<file path="src/rtl/mult_sched_pkg.sv">
// Shared types and widths for the round-robin multiplier scheduler.
// Optional statistics counter is enabled with MULT_SCHED_STATS_EN.
package mult_sched_pkg;

  localparam int MULT_DATA_W = 8;
  localparam int MULT_CNT_W  = 16;

  typedef enum logic [1:0] {
    ST_IDLE = 2'd0,
    ST_BUSY = 2'd1,
    ST_DONE = 2'd2
  } mult_sched_state_t;

  typedef struct packed {
    logic [MULT_DATA_W-1:0] a;
    logic [MULT_DATA_W-1:0] b;
  } mult_ops_t;

endpackage

</file>
<file path="src/rtl/mult_rr_arbiter.sv">
// Round-robin arbiter: first set request at or after ptr, wrapping modulo NREQ.
// Purely combinational; one-hot grant plus encoded index.
module mult_rr_arbiter #(
  parameter int NREQ = 4,
  parameter int ID_W = $clog2(NREQ)
) (
  input  logic [NREQ-1:0] req,
  input  logic [ID_W-1:0] ptr,
  output logic [NREQ-1:0] gnt,
  output logic [ID_W-1:0] gnt_idx,
  output logic            gnt_vld
);

  logic [ID_W:0] j;

  always_comb begin
    gnt     = '0;
    gnt_idx = '0;
    gnt_vld = 1'b0;
    j       = '0;
    for (int k = 0; k < NREQ; k++) begin
      j = {1'b0, ptr} + (ID_W+1)'(k);
      if (j >= (ID_W+1)'(NREQ)) j = j - (ID_W+1)'(NREQ);
      if (!gnt_vld && req[j[ID_W-1:0]]) begin
        gnt_vld               = 1'b1;
        gnt_idx               = j[ID_W-1:0];
        gnt[j[ID_W-1:0]]      = 1'b1;
      end
    end
  end

endmodule

</file>
<file path="src/rtl/multiplier_int8.sv">
// Combinational int8 multiplier, product truncated to 8 bits (sign-agnostic).
// Zero latency; no flow control.
module multiplier_int8 (
  input  logic [7:0] a,
  input  logic [7:0] b,
  output logic [7:0] y
);

  assign y = a * b;

endmodule

</file>
<file path="src/rtl/mult_rr_scheduler.sv">
// Shares one multiplier_int8 among NREQ requesters: IDLE grant, BUSY compute, DONE hold (3 cycles/op).
// DONE holds the response and blocks new grants while rsp_ready=0; MULT_SCHED_STATS_EN adds op_count.
module mult_rr_scheduler
  import mult_sched_pkg::*;
#(
  parameter int NREQ = 4,
  parameter int ID_W = $clog2(NREQ)
) (
  input  logic                    clk,
  input  logic                    rst_n,
  input  logic [NREQ-1:0]         req_valid,
  output logic [NREQ-1:0]         req_ready,
  input  logic [NREQ*8-1:0]       req_a,
  input  logic [NREQ*8-1:0]       req_b,
  output logic                    rsp_valid,
  input  logic                    rsp_ready,
  output logic [ID_W-1:0]         rsp_id,
  output logic [MULT_DATA_W-1:0]  rsp_y
`ifdef MULT_SCHED_STATS_EN
  ,
  output logic [MULT_CNT_W-1:0]   op_count
`endif
);

  mult_sched_state_t      state;
  logic [ID_W-1:0]        ptr;
  logic [ID_W-1:0]        op_id;
  mult_ops_t              ops;
  logic [NREQ-1:0]        gnt;
  logic [ID_W-1:0]        gnt_idx;
  logic                   gnt_vld;
  logic [MULT_DATA_W-1:0] prod;
  logic [ID_W-1:0]        ptr_nxt;

  mult_rr_arbiter #(.NREQ(NREQ), .ID_W(ID_W)) u_arb (
    .req     (req_valid),
    .ptr     (ptr),
    .gnt     (gnt),
    .gnt_idx (gnt_idx),
    .gnt_vld (gnt_vld)
  );

  multiplier_int8 u_mul (
    .a (ops.a),
    .b (ops.b),
    .y (prod)
  );

  // Grants are only visible in IDLE so DONE backpressure stalls every requester.
  assign req_ready = (state == ST_IDLE) ? gnt : '0;
  assign rsp_valid = (state == ST_DONE);
  assign ptr_nxt   = (op_id == ID_W'(NREQ-1)) ? '0 : op_id + 1'b1;

  always_ff @(posedge clk or negedge rst_n) begin
    if (!rst_n) begin
      state  <= ST_IDLE;
      ptr    <= '0;
      op_id  <= '0;
      ops    <= '0;
      rsp_id <= '0;
      rsp_y  <= '0;
    end else begin
      case (state)
        ST_IDLE: begin
          if (gnt_vld) begin
            ops.a <= req_a[{gnt_idx, 3'b000} +: 8];
            ops.b <= req_b[{gnt_idx, 3'b000} +: 8];
            op_id <= gnt_idx;
            state <= ST_BUSY;
          end
        end
        ST_BUSY: begin
          rsp_y  <= prod;
          rsp_id <= op_id;
          ptr    <= ptr_nxt;
          state  <= ST_DONE;
        end
        ST_DONE: begin
          if (rsp_ready) state <= ST_IDLE;
        end
        default: state <= ST_IDLE;
      endcase
    end
  end

`ifdef MULT_SCHED_STATS_EN
  logic [MULT_CNT_W-1:0] op_count_q;

  always_ff @(posedge clk or negedge rst_n) begin
    if (!rst_n) begin
      op_count_q <= '0;
    end else if (state == ST_DONE && rsp_ready && op_count_q != '1) begin
      op_count_q <= op_count_q + 1'b1;
    end
  end

  assign op_count = op_count_q;
`endif

endmodule

</file>
<file path="config.mk">
export PLATFORM = sky130hd
export DESIGN_NAME = mult_rr_scheduler
export DESIGN_NICKNAME = d
export VERILOG_FILES = /design/src/rtl/mult_sched_pkg.sv /design/src/rtl/mult_rr_arbiter.sv /design/src/rtl/multiplier_int8.sv /design/src/rtl/mult_rr_scheduler.sv
export SDC_FILE = /design/constraint.sdc
export NUM_CORES = 1
export LEC_CHECK = 0
export ABC_AREA = 1
export BUFFER_PORTS_ARGS = -buffer_cell sky130_fd_sc_hd__buf_2
export CORE_MARGIN = 10
export CORE_UTILIZATION = 40
export CTS_BUF_LIST = sky130_fd_sc_hd__clkbuf_4
export CTS_CLUSTER_DIAMETER = 150
export CTS_CLUSTER_SIZE = 16
export DETAILED_ROUTE_END_ITERATION = 7
export SKIP_LAST_GASP = 1
export SYNTH_ARGS = -nofsm -noshare
export SYNTH_HDL_FRONTEND = slang
export SYNTH_SLANG_ARGS = --single-unit
</file>
<file path="constraint.sdc">
create_clock -name clk -period 5.6 [get_ports clk]
set_input_delay 0.56 -clock clk [delete_from_list [all_inputs] [get_ports clk]]
set_output_delay 0.56 -clock clk [all_outputs]
set_load 0.05 [all_outputs]
</file>
==> impl_results.rst <==
.. list-table::
   :header-rows: 1

   * - Metric
     - Value
   * - Count leader, synth
     - sky130_fd_sc_hd__nand2_1
   * - Hold buffer count at CTS
     - 0
   * - Count of synthesis-stage warnings from yosys
     - 0
   * - Ordered list of cells on the worst path
     - nand2_1, fa_1, fa_1, inv_1, fa_1, inv_1, fa_1, inv_1, ha_1, a21oi_1, or2_2, nand2_1, nand2_1, nand2_1, nand2_1, nand3_1, nand2_1
   * - Worst flop-to-flop path startpoint
     - ops[9]$_DFFE_PN0P_
   * - Final setup violation count
     - 0
   * - Die ar.
     - around 13000 um^2
   * - Max-Slew Margin vs Limit
     - about half
   * - Setup repair after global routing missed its margin
     - false
   * - Ant diodes
     - 0
   * - Ports
     - 86
   * - Max Root-Sink Buffers
     - 2
   * - Run status
     - finished, final reports clean
   * - Effective utilization at floorplan
     - between 40% and 50%
   * - #FFs+latches synth
     - 32
   * - Synth top area share
     - 22.7%
   * - Crit Path Class
     - reg2reg
   * - Synth cell count leaders
     - 177 x sky130_fd_sc_hd__nand2_1, 124 x sky130_fd_sc_hd__inv_1, 46 x sky130_fd_sc_hd__nand3_1, 32 x sky130_fd_sc_hd__dfrtp_1, 27 x sky130_fd_sc_hd__nand4_1
   * - Cell type with the largest total area after synthesis
     - sky130_fd_sc_hd__dfrtp_1
   * - Post-detailed-route DRC marker count
     - 0
   * - Final setup TNS
     - 0 ps
   * - Pin count of the biggest net entering global routing
     - 40
   * - Number of global-route vias before repair
     - between 3000 and 4000
   * - Die H
     - about 110 um
   * - Aggregate global routing overflow
     - 0
   * - Max Fanout on Critical Path
     - 8
   * - Via density per instance
     - roughly 4.7
   * - Cells resized by post-CTS repair
     - 0
   * - ANT nets after route
     - 0
   * - Average cell area after synthesis
     - between 6 and 7 um^2
   * - Max Clock Skew
     - ~10 ps
   * - R2r setup slk
     - between 1500 and 2000 ps
   * - Syn Nets
     - about 650
   * - Layout Nets
     - between 700 and 800
   * - Die outline width
     - 114 um
   * - Critical Path Max Stage Delay
     - between 500 and 600 ps
   * - Tmin final
     - just under 4000 ps
   * - Site Rows
     - 34
   * - R2R Path End
     - rsp_y[7]$_DFFE_PN0N_
   * - Sum of routed wire length over all layers
     - roughly 9200 um
   * - Fin crit share
     - ~69%
   * - Clock latency reported for the late side of the worst-skew pair
     - 330 ps
   * - Max-cap check violation count
     - 0
   * - Arrival time reported for the critical path endpoint
     - approximately 4100 ps
   * - Sink count of the clock tree
     - 32
   * - CP Launch Type
     - register
   * - Register area share after synthesis
     - a little under a quarter
   * - Weighted congestion reported at the end of routability-driven placement
     - approximately 0.89
   * - Fin. Hold Viols
     - 0
   * - Slowest library cell on the worst path
     - sky130_fd_sc_hd__fa_1
   * - DR pass1 iterations
     - 5
   * - CTS H-tree depth
     - 2
   * - Top cells by area, synth
     - sky130_fd_sc_hd__dfrtp_1 23%, sky130_fd_sc_hd__nand2_1 19%, sky130_fd_sc_hd__inv_1 13%, sky130_fd_sc_hd__ha_1 8.9%, sky130_fd_sc_hd__fa_1 6.8%
   * - Async set or reset register ratio after synthesis
     - between 90% and 100%
   * - # fillers
     - around 900
   * - Number of buffers inserted by post-CTS setup repair
     - 0
   * - Data required time at the worst endpoint
     - about 6000 ps
   * - Class of the tightest hold or removal check
     - in2async
   * - Primary FF master, synth
     - sky130_fd_sc_hd__dfrtp_1
   * - Placeable core area
     - 8640 um^2
   * - Half-perimeter wire length after detailed placement
     - around 7400 um
   * - Fmax achieved
     - around 260 MHz
   * - Total via count in the routed design
     - ~3400
   * - Count of mapped cells out of synthesis
     - 540
   * - Library cell appearing most often on the critical path
     - sky130_fd_sc_hd__nand2_1
   * - 1st-iter DRT viols
     - 167
   * - Area grow syn2layout
     - 13.6%
   * - Fraction of final layout cells with drive strength greater than 1
     - 18.2%
   * - Clock root buffer
     - sky130_fd_sc_hd__clkbuf_4
   * - Input/output buffers
     - 85
   * - Depth of the worst register-to-register path
     - 17
   * - Minimum hold slack
     - between 200 and 300 ps
   * - Slew @ Worst Pin
     - 720 ps
   * - Max-slew violation count
     - 0
   * - Unique cell type count in the Yosys netlist
     - 31
   * - Total standard cell area after synthesis
     - 3520 um^2
   * - Wire length per cell
     - around 13 um
   * - Post-synth EDFFs
     - 0
   * - Initial antenna violation count
     - 0
   * - CTS tree
     - yes
   * - Kind of end point of the critical path
     - register
   * - Aggregate global-route resource usage
     - between 10 and 15%
   * - CTS Buf Count
     - 5
   * - Global-route wire length before repair
     - between 15000 and 20000 um
   * - Clock-pin transition on the worst setup and hold timing paths
     - between 100 and 150 ps
final cells by class:
type | count | area (um^2) | share of cell area, %
clock buffers | 5 | 37.5 | 0.938
clock inverters | 2 | 7.51 | 0.188
well taps | 108 | 135 | 3.38
inverters | 126 | 480 | 12.0
flip-flops and latches | 32 | 801 | 20.0
multi-input cells | 361 | 2110 | 52.8
repair buffers | 85 | 425 | 10.6
placed cells by master (no fill, tap or decap), types with 2 or more instances in the layout:
cell type	n
sky130_fd_sc_hd__a21oi_1	6
sky130_fd_sc_hd__buf_2	85
sky130_fd_sc_hd__clkbuf_4	5
sky130_fd_sc_hd__clkinv_1	2
sky130_fd_sc_hd__dfrtp_1	32
sky130_fd_sc_hd__fa_1	12
sky130_fd_sc_hd__ha_1	25
sky130_fd_sc_hd__inv_1	124
sky130_fd_sc_hd__nand2_1	177
sky130_fd_sc_hd__nand2_2	9
sky130_fd_sc_hd__nand2_4	2
sky130_fd_sc_hd__nand3_1	46
sky130_fd_sc_hd__nand3_2	3
sky130_fd_sc_hd__nand4_1	27
sky130_fd_sc_hd__nor2_1	10
sky130_fd_sc_hd__o21ai_0	15
sky130_fd_sc_hd__o22ai_1	2
sky130_fd_sc_hd__or2_1	6
sky130_fd_sc_hd__xnor2_1	7
sky130_fd_sc_hd__xor2_1	6
layer usage:
| layer | part of all wire [%] | GRT usage (%) | vias up |
|---|---|---|---|
| met4 | 1.1 | 3.26 | 0 |
| met1 | 47 | 18.6 | 1546 |
| li1 | - | - | 1782 |
| met5 | 0 | 0 | - |
| met2 | 47 | 23.5 | 77 |
| met3 | 4.7 | 2.73 | 8 |
flip-flops by register name, indices dropped and copies added (netlist names):
name and count:
op_id 2, ops 16, ptr 2, rsp_id 2
rsp_y 8, state 2
worst max-delay path by stage:
stage | start | endpoint | slack [ps] | cells after the start
2_1_floorplan | ops[9]$_DFFE_PN0P_ | rsp_y[7]$_DFFE_PN0N_ | 1800 | 18
3_3_place_gp | ops[9]$_DFFE_PN0P_ | rsp_y[7]$_DFFE_PN0N_ | 1800 | 17
3_5_place_dp | ops[9]$_DFFE_PN0P_ | rsp_y[7]$_DFFE_PN0N_ | 1750 | 17
4_1_cts | ops[9]$_DFFE_PN0P_ | rsp_y[7]$_DFFE_PN0N_ | 1720 | 17
5_1_grt | ops[9]$_DFFE_PN0P_ | rsp_y[7]$_DFFE_PN0N_ | 1470 | 19
6_report | ops[9]$_DFFE_PN0P_ | rsp_y[7]$_DFFE_PN0N_ | 1740 | 17
stage by stage:
stage,cell area (um^2),worst slack [ps],util (%),std cells
detailed placement,3960,1750,45.8,712
CTS,4000,1720,46.3,719
floorplan,3520,1800,-,540
global placement,3960,1800,45.8,712
finish,4000,1740,46.3,719
global route,4000,1470,46.3,719
worst max-delay path, delay by kind of cell, from the launching register on:
family	cells	cell delay, ps
buffers and inverters	3	140
DFF	1	480
adders and majority gates	5	2300
and+or+nand+nor	8	770
AOI/OAI and AO/OA	1	80
kinds of logic after synthesis:
family          count (synthesis)  share of synthesized area (%)
simple gates                  283                           36.7
buf+inv                       147                           17.2
flops                          32                           22.7
compound gates                 28                           4.41
fa+ha+maj                      37                           15.7
xor+xnor                       13                           3.23
Power is not shown: default switching activity piles up to over one toggle a cycle in this logic, so the estimate is an artifact.
